==> src/rtl/regfile_wb_arbiter.sv <==
// regfile_wb_arbiter
//   Shares the single register-file write port among N_REQ writeback requesters
//   using round-robin arbitration. It can also run a "sweep" that writes SWEEP_VAL
//   to x1..x31, one register per cycle, so the register file can be cleared without
//   a global reset. The outputs drive the Regs block directly.
//
// Ports
//   clk          system clock, rising edge
//   rst_n        asynchronous active-low reset
//   req_valid    per-requester pending write
//   req_addr     packed destinations, requester i in [i*ADDR_W +: ADDR_W]
//   req_data     packed write data, requester i in [i*DATA_W +: DATA_W]
//   req_ready    one-hot combinational grant; a transfer is valid & ready
//   sweep_start  pulse that starts clearing x1..x31
//   busy         high while a sweep is in progress
//   sweep_done   one-cycle pulse issued together with the x31 sweep write
//   RegWrite     registered write enable to the register file
//   Wt_addr      registered write address
//   Wt_data      registered write data
//   grant_id     registered index of the requester whose write is on Wt_*

module regfile_wb_arbiter #(
  parameter int N_REQ  = 3,
  parameter int ADDR_W = 5,
  parameter int DATA_W = 32,
  parameter logic [DATA_W-1:0] SWEEP_VAL = '0,
  localparam int IDX_W = (N_REQ > 1) ? $clog2(N_REQ) : 1
) (
  input  logic                     clk,
  input  logic                     rst_n,
  input  logic [N_REQ-1:0]         req_valid,
  input  logic [N_REQ*ADDR_W-1:0]  req_addr,
  input  logic [N_REQ*DATA_W-1:0]  req_data,
  output logic [N_REQ-1:0]         req_ready,
  input  logic                     sweep_start,
  output logic                     busy,
  output logic                     sweep_done,
  output logic                     RegWrite,
  output logic [ADDR_W-1:0]        Wt_addr,
  output logic [DATA_W-1:0]        Wt_data,
  output logic [IDX_W-1:0]         grant_id
);

  typedef enum logic {ARB, SWEEP} state_t;

  localparam logic [ADDR_W-1:0] LAST_REG = ADDR_W'(31);

  state_t             state;
  logic [IDX_W-1:0]   last_grant;
  logic [ADDR_W-1:0]  cnt;

  logic               found;
  logic [IDX_W-1:0]   gnt_idx;
  logic [ADDR_W-1:0]  sel_addr;
  logic [DATA_W-1:0]  sel_data;
  logic               arb_open;
  logic               xfer;
  int                 cand;

  // Arbitration is only open in ARB and only when no sweep is being requested,
  // since a sweep request takes priority over all writeback traffic.
  assign arb_open = (state == ARB) && !sweep_start;
  assign busy     = (state == SWEEP);
  assign xfer     = |(req_valid & req_ready);

  // Round-robin search: walk the requesters starting just after last_grant and
  // wrapping, taking the first valid one. The inner loop keeps every index a
  // loop constant so no variable-width bit selects are needed.
  always_comb begin
    found    = 1'b0;
    gnt_idx  = '0;
    sel_addr = '0;
    sel_data = '0;
    cand     = 0;
    for (int k = 1; k <= N_REQ; k++) begin
      cand = int'(last_grant) + k;
      if (cand >= N_REQ) cand = cand - N_REQ;
      for (int j = 0; j < N_REQ; j++) begin
        if (!found && (j == cand) && req_valid[j]) begin
          found   = 1'b1;
          gnt_idx = IDX_W'(j);
        end
      end
    end
    for (int j = 0; j < N_REQ; j++) begin
      if (found && (gnt_idx == IDX_W'(j))) begin
        sel_addr = req_addr[j*ADDR_W +: ADDR_W];
        sel_data = req_data[j*DATA_W +: DATA_W];
      end
    end
  end

  // One-hot ready on the winning requester, suppressed while arbitration is closed.
  always_comb begin
    req_ready = '0;
    for (int j = 0; j < N_REQ; j++) begin
      req_ready[j] = arb_open && found && (gnt_idx == IDX_W'(j));
    end
  end

  // FSM with registered write-port outputs. A transfer to x0 is accepted and
  // moves the round-robin pointer, but the write enable is held low so x0 is
  // never written. During a sweep the counter drives the address directly, and
  // the edge that loads x31 both raises sweep_done and returns to ARB so that
  // arbitration resumes in the same cycle the last sweep write is visible.
  always_ff @(posedge clk or negedge rst_n) begin
    if (!rst_n) begin
      state      <= ARB;
      last_grant <= IDX_W'(N_REQ - 1);
      cnt        <= '0;
      RegWrite   <= 1'b0;
      Wt_addr    <= '0;
      Wt_data    <= '0;
      grant_id   <= '0;
      sweep_done <= 1'b0;
    end else begin
      sweep_done <= 1'b0;
      case (state)
        ARB: begin
          if (sweep_start) begin
            state    <= SWEEP;
            cnt      <= ADDR_W'(1);
            RegWrite <= 1'b0;
          end else if (xfer) begin
            last_grant <= gnt_idx;
            RegWrite   <= (sel_addr != '0);
            Wt_addr    <= sel_addr;
            Wt_data    <= sel_data;
            grant_id   <= gnt_idx;
          end else begin
            RegWrite <= 1'b0;
          end
        end
        SWEEP: begin
          RegWrite <= 1'b1;
          Wt_addr  <= cnt;
          Wt_data  <= SWEEP_VAL;
          grant_id <= '0;
          cnt      <= cnt + 1'b1;
          if (cnt == LAST_REG) begin
            state      <= ARB;
            sweep_done <= 1'b1;
          end
        end
        default: state <= ARB;
      endcase
    end
  end

endmodule

==> config.mk <==
export PLATFORM = sky130hd
export DESIGN_NAME = regfile_wb_arbiter
export DESIGN_NICKNAME = d
export VERILOG_FILES = /design/src/rtl/regfile_wb_arbiter.sv
export SDC_FILE = /design/constraint.sdc
export NUM_CORES = 1
export LEC_CHECK = 0
export CAP_MARGIN = 20
export CORE_MARGIN = 4
export CORE_UTILIZATION = 34
export CTS_CLUSTER_DIAMETER = 40
export DETAILED_ROUTE_END_ITERATION = 8
export GPL_TIMING_DRIVEN = 0
export PLACE_DENSITY = 0.8
export SLEW_MARGIN = 20
export SYNTH_ARGS = -nofsm -noshare
export SYNTH_HDL_FRONTEND = slang
export SYNTH_SLANG_ARGS = --single-unit
==> constraint.sdc <==
create_clock -name clk -period 2.35 [get_ports clk]
set_input_delay 0.47 -clock clk [delete_from_list [all_inputs] [get_ports clk]]
set_output_delay 0.47 -clock clk [all_outputs]
set_load 0.02 [all_outputs]
## Word-level counts from Yosys, hierarchy flattened

Cells that the tools add are included.

| word-level totals | value |
|---|---|
| word-level logic and storage cells | 120 |
| flip-flop bits (word level) | 49 |
| output and inout bits | 45 |

| cells by class | value |
|---|---|
| reduce and logical (&&, ||, !) cells | 42 |
| muxes and demuxes | 45 |
| eq/ne operators | 12 |
| order comparisons | 3 |
| bitwise logic cells | 3 |
| add/subtract/negate cells | 7 |

Operator list:

| kind | count |
|---|---|
| 32-bit 2-to-1 mux | 8 |
| 2-bit by 32-bit == test with 1-bit output (first input constant) | 3 |
| 3-bit by 32-bit == test with 1-bit output (first input constant) | 3 |
| 32-bit zero test | 3 |
| 32-bit one-hot mux with 2 select lines | 1 |
| 5-bit 2-to-1 mux | 6 |
| 1-bit logical AND | 25 |
| 5-bit one-hot mux with 2 select lines | 2 |
| 2-bit 2-to-1 mux | 9 |
| 1-bit 2-to-1 mux | 16 |
| 3-bit by 2-bit subtractor with 4-bit output (second input constant) | 3 |
| 3-bit by 2-bit >= comparator with 1-bit output (second input constant) | 3 |
| 1-bit zero test | 9 |
| 2-bit by 2-bit adder with 3-bit output (second input constant) | 2 |
| 2-bit != test (second input constant) | 3 |
| 5-bit by 1-bit adder with 5-bit output (second input constant) | 1 |
| 5-bit == test (second input constant) | 1 |
| 5-bit nonzero test | 1 |
| 1-bit one-hot mux with 2 select lines | 2 |
| 2-bit one-hot mux with 2 select lines | 1 |
| 2-bit by 1-bit adder with 3-bit output (second input constant) | 1 |
| 3-bit AND | 1 |
| 3-bit AND reduction | 1 |
| 3-bit OR reduction | 1 |
| 5 further kinds | 6 |

## Longest topological paths before layout

Gate-level depths: netlist of the first run.

| depth | value |
|---|---|
| word-level depth | 47 |
| depth in mapped cells | 9 |
| mapped depth without buffers | 8 |

## Worst setup path before layout of the first run

No wires, ideal clock.

| timing | value |
|---|---|
| path kind | register to output |
| start point | reg last_grant[1] |
| end point | out req_ready[0] |
| cell stages (with the launch flop) | 9 |
| buffers on the path | 2 |
| setup slack | -143 ps |
| data arrival time | 2023 ps |
| required time | 1880 ps |
| path through | dfstp_2 -> inv_1 -> ha_1 -> or3_1 -> a222oi_1 -> nor4_2 -> buf_6 -> buf_6 -> and2_1 |

| on the way | value |
|---|---|
| longest elaborated chain between the ends | 40 |
| elaborated cells between the ends (all ways) | 66 |
| those cells by class | add/sub (6); order compare (3); eq/ne (6); mux (20); reduce/logical (31) |

Ends and longest elaborated chain:

| what | line | text |
|---|---|---|
| start: declaration | 49 | `logic [IDX_W-1:0] last_grant;` |
| start signal: assignment | 109 | `last_grant <= IDX_W'(N_REQ - 1);` |
| start signal: assignment | 125 | `last_grant <= gnt_idx;` |
| 2-bit by 1-bit adder with 3-bit output | 76 | `cand = int'(last_grant) + k;` |
| 3-bit by 2-bit subtractor with 4-bit output / 3-bit by 2-bit >= comparator with 1-bit output (equally long branches) | 77 | `if (cand >= N_REQ) cand = cand - N_REQ;` |
| 32-bit 2-to-1 mux | 77 |  |
| 32-bit zero test | 79 | `if (!found && (j == cand) && req_valid[j]) begin` |
| 1-bit logical AND | 79 |  |
| 1-bit 2-to-1 mux | 79 |  |
| 1-bit zero test | 79 |  |
| 1-bit logical AND (2 in a row) | 79 |  |
| [... 21 more ...] | -- |  |
| 1-bit zero test | 79 |  |
| 1-bit logical AND (2 in a row) | 79 |  |
| 1-bit 2-to-1 mux | 79 |  |
| 1-bit zero test | 79 |  |
| 1-bit logical AND (2 in a row) | 79 |  |
| 2-bit 2-to-1 mux / 1-bit 2-to-1 mux (equally long branches) | 79 |  |
| 2-bit zero test / 1-bit logical AND (equally long branches) | 97 | `req_ready[j] = arb_open && found && (gnt_idx == IDX_W'(j));` |
| 1-bit logical AND (*) | 97 |  |
| end: declaration | 34 | `output logic [N_REQ-1:0] req_ready,` |

Every way passes the cells marked *; elsewhere a longest branch is shown, timed or not.

## Final worst setup path of the first run

Ends and elaborated chain as after synthesis.

==> results of run 1 <==
## worst register-to-register path, delay by kind of cell (launching register included)
kind / cells / cell delay (ns)
buffers and inverters: 5 / 0.70
adder cells (fa/ha/maj): 1 / 0.14
AO/OA/AOI/OAI: 4 / 0.69
flip-flops: 1 / 0.56
AND/OR/NAND/NOR: 2 / 0.40
## layer usage
| layer | routed length (um) | vias up | GRT usage, % |
|---|---|---|---|
| met5 | 0 | - | 0 |
| met4 | 99 | 0 | 4.90 |
| met3 | 911 | 12 | 6.17 |
| met2 | 5300 | 157 | 38.1 |
| met1 | 4210 | 1484 | 26.1 |
| li1 | - | 1402 | - |
## Yosys cell counts, types with 2 or more instances
master | instances | area [um2]
a22oi_1 | 2 | 15.0
a21oi_1 | 6 | 30.0
buf_2 | 4 | 20.0
o21ai_0 | 28 | 140
nand2_1 | 12 | 45.0
a22o_1 | 3 | 26.3
nor2_1 | 3 | 11.3
nand3b_1 | 32 | 240
ha_1 | 5 | 62.6
and2_1 | 4 | 25.0
a21o_1 | 4 | 30.0
a222oi_1 | 34 | 340
buf_6 | 7 | 78.8
clkbuf_1 | 10 | 37.5
buf_4 | 5 | 37.5
o221ai_1 | 3 | 26.3
inv_1 | 5 | 18.8
o21ai_1 | 10 | 50.1
dfrtp_1 | 48 | 1200
nand2b_1 | 4 | 25.0
o21bai_1 | 2 | 15.0
## how the worst max path moves through the flow
stage / startpoint / endpoint / slack (ns) / depth (start not counted)
after floorplan: last_grant[1]$_DFFE_PN1P_ / req_ready[0] / -0.09 / 8
after global placement: req_valid[2] / req_ready[1] / -1.14 / 7
after detailed placement: req_valid[2] / req_ready[1] / -1.19 / 7
after CTS: last_grant[1]$_DFFE_PN1P_ / req_ready[0] / -0.50 / 10
after global routing: last_grant[1]$_DFFE_PN1P_ / req_ready[0] / -0.60 / 10
final: last_grant[1]$_DFFE_PN1P_ / req_ready[0] / -0.48 / 10
## state kept, by name, summed over array words and instances, names as in the netlist
name	flops
Wt_data	32
Wt_addr	5
cnt	5
grant_id	2
last_grant	2
RegWrite	1
busy	1
sweep_done	1
## final cells by class
cell class / instances / area share, %
multi-input combinational: 179 / 29.0
tap: 102 / 2.61
timing repair buffer: 179 / 36.7
sequential: 49 / 25.1
clock buffer: 8 / 1.64
inverter: 5 / 0.434
buffer: 26 / 4.55
## cells by family after synthesis
logic type	count (synthesis)
AOI/OAI and AO/OA	104
and+or+nand+nor	67
DFF	49
buffers and inverters	31
adders and majority gates	5
xor gates and xnor gates	2
muxes	1
## metrics by stage
stage / instances / utilization, %
after floorplan: 259 / -
after global placement: 522 / 57.6
after detailed placement: 523 / 57.8
after CTS: 548 / 62.3
after global routing: 548 / 63.0
final: 548 / 63.0
## where the power goes
group	switching (mW)	internal, mW	leakage [nW]	total [mW]
clock network	0.263	0.212	0.0395	0.475
logic	1.43	1.49	1.31	2.91
registers	0.117	0.994	0.648	1.11
total	1.81	2.69	2.00	4.50
## what timing repair did
item	4_1_cts	5_1_grt
pin swaps	12	9
gates cloned	1	1
setup endpoints to repair	45	45
resized for setup	65	11
setup buffers	16	1
==> out/results.ini, run 1 <==
[final_layout]
syn2layout_area_growth_pct = 79.4
antenna_cells = 0
layout-drive-gt1-share_pct = 15.5
final_common_cell = clkdlybuf4s50_1
nets = 567
multi_input_area_mm2 = 0.00142
seq_area_mm2 = 0.00123
design_area_mm2 = 0.00490
nFillCells = 667
layout_common_cells = 156 x clkdlybuf4s50_1, 48 x dfrtp_1, 34 x a222oi_1

[setup_path]
critPathBufInv = 5
cp.required_ns = 1.88
timing.critical_path.mode_cell = buf_6
path_class = flip-flop to output port
slowest_stage = dfstp_2
cp.arrival_ns = 2.36
timing.rr.start = last_grant[1]$_DFFE_PN1P_
start_kind = flip-flop
crit_path_end_kind = output port
path_cells = inv_4, ha_4, or3_1, a222oi_1, buf_4, nor4_2, buf_6, buf_8, and2_4, buf_6
crit_fanout = 2
crit_family = buffers and inverters
slowest_delay_ns = 0.56
crit-reg2reg-capture = Wt_addr[2]$_DFFE_PN0P_
rrSetupSlack_ns = -0.25
r2r_cells = 12

[grt]
grt_use_total_pct = 21.6
grt_pass1_vias = 3289
grt_pass1_wl_mm = 16.9
grt_max_degree = 31
grt_overflow = 0
antenna_found_initial = 0

[yosys]
yosysSeqAreaShare_pct = 45.0
synth_compound_area_share_pct = 28.6
synthCells = 259
synth-xor-area-share_pct = 0.642
synth-adder-area-share_pct = 2.29
muxShareOfSynthArea_pct = 0.367
syn_avg_cell_area_um2 = 10.5
synth_seq_cells = 49
synth_ff_type = dfrtp_1
syn_nets = 381
yosysWarnings = 0
synthArstFlopShare_pct = 100
yosys.area_share.simple_pct = 16.1
synth_edf_count = 0
synth_top_family_by_area = compound AO/OA/AOI/OAI gates
synthesis.area_mm2 = 0.00273
ys_types = 49

[die]
initial_core_util_pct = 35.1
design.core.area_mm2 = 0.00777
fp.dieW_um = 97.6
die_h_um = 97.6
ios = 162
rows = 32
die-area_mm2 = 0.00953

[sta]
timing.final.crit_share_pct = 120
fin_crit_ns = 2.83
clock.fmax_ghz = 0.353
post-route-worst-setup-slack_ns = -0.481
tns_ns = -5.18
finalSetupViolCount = 37
tightestPinTransition_ns = 0.557
finClkSkew_ns = 0.00348
rsz0062_at_grt = true
hold_ws_ns = 0.125
slew_headroom_pct = 62.9
drv_slew = 0
hold_viol_final = 0

[status]
violations = negative setup slack
status = complete, but fails checks

[clocking]
cts_tree = done
cts_root_buffer = clkbuf_8
htreeDepth = 2
hold_buffers = 0
clock-sinks = 49
cts.clk_slew.worst_paths_ns = 0.09
clk_latency_ns = 0.29
numCtsBuffers = 5
cts_buffer_depth = 2

[placement]
dp_hpwl_mm = 7.76
portBuffers = 161
detailed_place.area_mm2 = 0.00449
detailedPlace.worstSlack_ns = -1.19
gp_congestion = 0.858

[detailed_routing]
post-route-drc-count = 0
ant_nets = 0
wl_per_cell_um = 19.2
routed_wl_mm = 10.5
viasPerCell = 5.57
num_vias = 3055
drt_iter0_drc = 211
dr.pass1.iters = 6

[pwr]
pwr_density_cell_mw_per_mm2 = 919
p_total_mw = 4.50
ir_drop_uv = 466
leakagePower_nw = 2.00

[min_path]
min_path_type = input pin to asynchronous set/reset pin

[run]
drv_cap = 0

Note: power is estimated with default switching activity, not from simulation.
==> run 2: changes to the inputs <==
Settings changed: CORE_MARGIN 4 to 3, PLACE_DENSITY 0.8 to default, PLACE_DENSITY_LB_ADDON from default to 0.12.
==> run 2 against run 1 <==
  * The flow still finishes with violations (negative setup slack)
  * Final cell count up 0.36%
  * Utilization up 0.43 points
  * Maximum frequency down 3.9%
  * Largest power group unchanged
==> out/results.ini, run 2 (synthesis gave the netlist of run 1 again) <==
[pwr]
combPwrFrac_pct = 65.3  ; +0.6 points
p_total_mw = 4.52  ; +0.37%
ir_drop_uv = 446  ; -4.2%
power_frac_seq_pct = 24.5  ; -0.2 points
pwr_density_cell_mw_per_mm2 = 916  ; -0.32%
switching_power_mw = 1.80  ; -0.19%
leakagePower_nw = 2.01  ; +0.58%
clock_power_share_pct = 10.2  ; -0.4 points
intPower_mw = 2.71  ; +0.75%
switching_share_pct = 39.9  ; -0.23 points

[final_layout]
largest_register = Wt_data
layout-drive-gt1-share_pct = 17.9  ; +2.4 points
layout_common_cells = 156 x clkdlybuf4s50_1, 48 x dfrtp_1, 34 x a222oi_1
syn2layout_area_growth_pct = 80.6
reg_top3 = Wt_data (32), Wt_addr (5), cnt (5)
final_common_cell = clkdlybuf4s50_1
nets = 571  ; +0.71%
largest_reg_flops = 32  ; unchanged
nFillCells = 673  ; +0.90%
antenna_cells = 0  ; unchanged

[die]
die-area_mm2 = 0.00914  ; -4.1%
ios = 162  ; unchanged
rows = 32  ; unchanged
design.core.area_mm2 = 0.00777  ; unchanged
fp.dieW_um = 95.6  ; -2.0%
initial_core_util_pct = 35.1  ; unchanged
die_h_um = 95.6  ; -2.0%

[setup_path]
cp.arrival_ns = 2.48  ; +0.12 ns
path_class = flip-flop to output port
slowest_stage = dfstp_2
timing.critical_path.mode_cell = buf_6
crit_path_end_kind = output port
crit_fanout = 2  ; unchanged
cp.required_ns = 1.88  ; about the same
path_cells = inv_2, ha_4, or3_4, a222oi_1, buf_4, nor4_4, buf_6, buf_8, and2_4, buf_6
startpoint = last_grant[1]$_DFFE_PN1P_
start_kind = flip-flop
timing.rr.start = last_grant[1]$_DFFE_PN1P_
slowest_delay_ns = 0.55  ; about the same

[detailed_routing]
viasPerCell = 5.39  ; -3.3%
num_vias = 2964  ; -3.0%
wl_per_cell_um = 18.0  ; -6.3%
routed_wl_mm = 9.89  ; -6.0%
dr.pass1.iters = 5  ; -1
ant_nets = 0  ; unchanged
post-route-drc-count = 0  ; unchanged
drt_iter0_drc = 199  ; -5.7%

[grt]
grt_pass1_wl_mm = 14.7  ; -13%
grt_max_degree = 50  ; +61%
grt_overflow = 0  ; unchanged
antenna_found_initial = 0  ; unchanged
grt_pass1_vias = 2890  ; -12%
grt_use_total_pct = 20.8  ; -0.81 points

[sta]
timing.final.crit_share_pct = 125  ; +4.9 points
post-route-worst-setup-slack_ns = -0.597  ; -0.116 ns
tns_ns = -9.02  ; -3.84 ns
fin_crit_ns = 2.95  ; +0.116 ns
finClkSkew_ns = 0.00567  ; +0.00219 ns
hold_viol_final = 0  ; unchanged
rsz0062_at_grt = true
finalSetupViolCount = 39  ; +5.4%
slew_headroom_pct = 58.0  ; -4.9 points
tightestPinTransition_ns = 0.630  ; +0.0728 ns
drv_slew = 0  ; unchanged
clock.fmax_ghz = 0.339  ; -3.9%

[clocking]
cts_tree = done
numCtsBuffers = 5  ; unchanged
clock-sinks = 49  ; unchanged
cts_root_buffer = clkbuf_8
cts_buffer_depth = 2  ; unchanged
cts.clk_slew.worst_paths_ns = 0.08  ; about the same
clk_latency_ns = 0.29  ; about the same
htreeDepth = 2  ; unchanged

[placement]
dp_hpwl_mm = 7.09  ; -8.6%
gp_congestion = 0.765  ; -11%
detailedPlace.worstSlack_ns = -1.14  ; +0.0447 ns
portBuffers = 161  ; unchanged

[status]
violations = negative setup slack
status = complete, but fails checks

[min_path]
min_path_type = input pin to asynchronous set/reset pin

[run]
drv_cap = 0  ; unchanged

[run 2: routing by layer]
| layer | track usage (%) | part of all wire, % | vias to the layer above | routed length [um] |
|---|---|---|---|---|
| met3 | 5.76 | 9.3 | 6 | 917 |
| met5 | 0 | 0 | - | 0 |
| li1 | - | - | 1410 | - |
| met2 | 34.6 | 47 | 114 | 4680 |
| met1 | 27.1 | 43 | 1434 | 4250 |
| met4 | 4.38 | 0.51 | 0 | 50 |
[run 2: critical path, delay by kind of cell (launching register included)]
kind	cells	cell delay, ns
buf+inv	5	0.63
fa+ha+maj	1	0.15
compound gates	1	0.29
flops	1	0.55
simple gates	3	0.57
[run 2: power by group through the flow]
stage          clock [mW]  combinational [mW]  sequential, mW
4_1_cts             0.479                2.67            1.11
6_report            0.462                2.95            1.11
3_3_place_gp            0                2.21            1.12
2_1_floorplan           0                1.35            1.20
5_1_grt             0.504                3.17            1.12
3_5_place_dp            0                2.24            1.13
[run 2: repair_timing]
item                                    in CTS  in global routing
buffers inserted                            11                 12
endpoints found under the setup margin      41                 45
hold buffers                                 0                  0
resized for setup                           58                 31
pin swaps                                    7                  9
[run 2: final timing paths]
kind                       depth (start not counted)                      end  slack [ns]
max                                               10             req_ready[0]       -0.60
min                                                1  Wt_data[31]$_DFFE_PN0P_        0.19
min reg2reg                                        1  grant_id[0]$_DFFE_PN0P_        0.48
min in group clk                                   1  grant_id[0]$_DFFE_PN0P_        0.48
max reg2reg                                       10       RegWrite$_DFF_PN0_       -0.34
max in group asynchronous                          1  grant_id[1]$_DFFE_PN0P_        1.74
[run 2: area by class of cell]
class | count | area (um2) | share of cell area, %
Clock buffer | 5 | 68.8 | 1.40
Multi-Input combinational cell | 179 | 1480 | 30.0
Tap cell | 102 | 128 | 2.59
Sequential cell | 49 | 1230 | 24.9
Clock inverter | 1 | 5.00 | 0.101
Inverter | 5 | 18.8 | 0.381
Buffer | 26 | 216 | 4.39
Timing Repair Buffer | 183 | 1790 | 36.2
[run 2: through the flow]
| step | instances | util (%) | hold WS [ns] | cell area [um2] |
|---|---|---|---|---|
| finish | 550 | 63.5 | 0.194 | 4930 |
| global route | 550 | 63.5 | 0.244 | 4930 |
| CTS | 539 | 61.2 | 0.212 | 4760 |
| detailed placement | 522 | 57.6 | 0.474 | 4470 |
| global placement | 522 | 57.6 | 0.462 | 4470 |
| floorplan | 259 | - | 0.174 | 2740 |
==> run 3: changes to the inputs <==
Settings changed: CORE_ASPECT_RATIO from default to 2, CORE_UTILIZATION 34 to 32.
==> run 3 against run 2 <==
  * Maximum frequency rose by 3.8%
  * Wire length grew 8.6%
  * Final cell count shrank 1.6%
  * Highest routed layer unchanged
  * First-iteration DRC count shrank 9.0%
  * Combinational power is 2% lower
  * Largest cell class unchanged
  * Cell area down 0.79%
  * Worst hold slack better by 0.012 ns
  * Register-to-register slack is essentially flat
  * The flow still finishes with violations (negative setup slack)
  * Non-clock buffer count fell by 7
  * Clock power is 51% higher
  * Utilization fell by 4.5 points
==> out/results.ini, run 3 (synthesis gave the netlist of run 1 again) <==
[grt]
grt_use_total_pct = 21.4  ; +0.56 points
grt_pass1_vias = 3291  ; +14%
grt_overflow = 0  ; unchanged
antenna_found_initial = 0  ; unchanged
grt_pass1_wl_mm = 16.3  ; +11%
grt_max_degree = 50  ; unchanged

[final_layout]
final_common_cell = clkdlybuf4s50_1
layout-drive-gt1-share_pct = 14.9  ; -3.0 points
nets = 564  ; -1.2%
largest_reg_flops = 32  ; unchanged
largest_register = Wt_data
antenna_cells = 0  ; unchanged
syn2layout_area_growth_pct = 79.2
reg_top3 = Wt_data (32), Wt_addr (5), cnt (5)
layout_common_cells = 156 x clkdlybuf4s50_1, 48 x dfrtp_1, 34 x a222oi_1
nFillCells = 775  ; +15%
final_core_util_pct = 59.0  ; -4.5 points

[sta]
hold_viol_final = 0  ; unchanged
tightestPinTransition_ns = 0.639  ; +0.00924 ns
drv_slew = 0  ; unchanged
hold_ws_ns = 0.207  ; +0.0123 ns
post-route-worst-setup-slack_ns = -0.491  ; +0.107 ns
timing.final.crit_share_pct = 121  ; -4.5 points
finalSetupViolCount = 38  ; -2.6%
fin_crit_ns = 2.84  ; -0.107 ns
rsz0062_at_grt = true
finClkSkew_ns = 0.00443  ; -0.00124 ns
slew_headroom_pct = 57.4  ; -0.62 points
clock.fmax_ghz = 0.352  ; +3.8%

[setup_path]
path_class = flip-flop to output port
crit_family = buffers and inverters
cp.arrival_ns = 2.37  ; -0.11 ns
cp.required_ns = 1.88  ; about the same
slowest_delay_ns = 0.55  ; about the same
slowest_stage = dfstp_2
crit_fanout = 3  ; +1
start_kind = flip-flop
critPathBufInv = 5  ; unchanged
timing.critical_path.mode_cell = buf_6
crit_path_end_kind = output port
path_cells = inv_2, ha_4, or3_1, a222oi_1, buf_4, nor4_2, buf_6, buf_8, and2_4, buf_6

[placement]
portBuffers = 161  ; unchanged
dp_hpwl_mm = 8.02  ; +13%
gp_congestion = 0.786  ; +2.7%
detailedPlace.worstSlack_ns = -1.23  ; -0.0931 ns

[pwr]
pwr_density_cell_mw_per_mm2 = 956  ; +4.5%
ir_drop_uv = 597  ; +34%
leakagePower_nw = 2.00  ; -0.61%
p_total_mw = 4.68  ; +3.6%

[detailed_routing]
wl_met3_um = 563  ; -39%
wl_per_cell_um = 19.9  ; +10%
ant_nets = 0  ; unchanged
dr.pass1.iters = 7  ; +2
met1_length_mm = 3.63  ; -15%
wl_met2_mm = 6.19  ; +32%
routed_wl_mm = 10.7  ; +8.6%
num_vias = 3020  ; +1.9%
drt_iter0_drc = 181  ; -9.0%
post-route-drc-count = 0  ; unchanged
maxUsedRoutingLayer = met4
viasPerCell = 5.58  ; +3.6%

[clocking]
htreeDepth = 2  ; unchanged
cts_buffer_depth = 2  ; unchanged
cts_root_buffer = clkbuf_16
cts_tree = done
clock-sinks = 49  ; unchanged
hold_buffers = 0  ; unchanged
numCtsBuffers = 5  ; unchanged
clk_latency_ns = 0.28  ; about the same
cts.clk_slew.worst_paths_ns = 0.06  ; -0.02 ns

[die]
rows = 47  ; +47%
design.core.area_mm2 = 0.00829  ; +6.7%
fp.dieW_um = 71.3  ; -25%
die-area_mm2 = 0.00974  ; +6.6%
die_h_um = 137  ; +43%
ios = 162  ; unchanged
initial_core_util_pct = 32.9  ; -2.2 points

[status]
status = complete, but fails checks
violations = negative setup slack

[min_path]
min_path_type = input pin to asynchronous set/reset pin

[run]
drv_cap = 0  ; unchanged

## run 3: final timing paths
| kind | start | end | slack (ns) | cells after the start |
|---|---|---|---|---|
| max | last_grant[1]$_DFFE_PN1P_ | req_ready[0] | -0.49 | 10 |
| min | rst_n | Wt_data[30]$_DFFE_PN0P_ | 0.21 | 1 |
| max reg2reg | last_grant[1]$_DFFE_PN1P_ | Wt_data[29]$_DFFE_PN0P_ | -0.33 | 12 |
| min reg2reg | grant_id[0]$_DFFE_PN0P_ | grant_id[0]$_DFFE_PN0P_ | 0.48 | 1 |
| max in group asynchronous | rst_n | Wt_data[0]$_DFFE_PN0P_ | 1.71 | 1 |
| min in group clk | grant_id[0]$_DFFE_PN0P_ | grant_id[0]$_DFFE_PN0P_ | 0.48 | 1 |
## run 3: through the flow
stage,area [um2],cells,TNS (ns)
after floorplan,2740,259,-0.0935
after global placement,4470,518,-45.12
after detailed placement,4470,518,-12.42
after CTS,4830,540,-6.91
after global routing,4890,541,-12.44
final,4890,541,-7.14
## run 3: layout make-up
class	count	area [um2]	share of cell area [%]
timing repair buffer	176	1760	35.9
sequential	49	1230	25.1
multi-input combinational	179	1420	29.0
clock inverter	1	7.51	0.153
buffer	26	208	4.25
tap	98	123	2.51
inverter	5	18.8	0.384
clock buffer	7	133	2.71
## run 3: per-layer routing
layer | vias up | GRT usage [%]
li1 | 1390 | -
met1 | 1499 | 21.0
met2 | 106 | 41.6
met3 | 25 | 3.60
met4 | 0 | 10.3
met5 | - | 0
## run 3: power breakdown
part | internal (mW) | switching [mW] | leakage, nW | total [mW]
logic | 1.48 | 1.40 | 1.29 | 2.88
registers | 0.995 | 0.113 | 0.648 | 1.11
clock network | 0.396 | 0.300 | 0.0641 | 0.696
total | 2.87 | 1.81 | 2.00 | 4.68
## run 3: worst register-to-register path, delay by kind of cell (launching register included)
family | cells | cell delay, ns
AOI/OAI and AO/OA | 3 | 0.60
adders and majority gates | 1 | 0.15
buffers and inverters | 6 | 0.87
DFF | 1 | 0.55
and+or+nand+nor | 2 | 0.40
## run 3: timing repair
action                     in CTS  in global routing
pin swaps                      10                  8
gates resized for setup        52                 13
setup endpoints to repair      44                 45
gates cloned                    1                  0
setup buffers                  13                  1
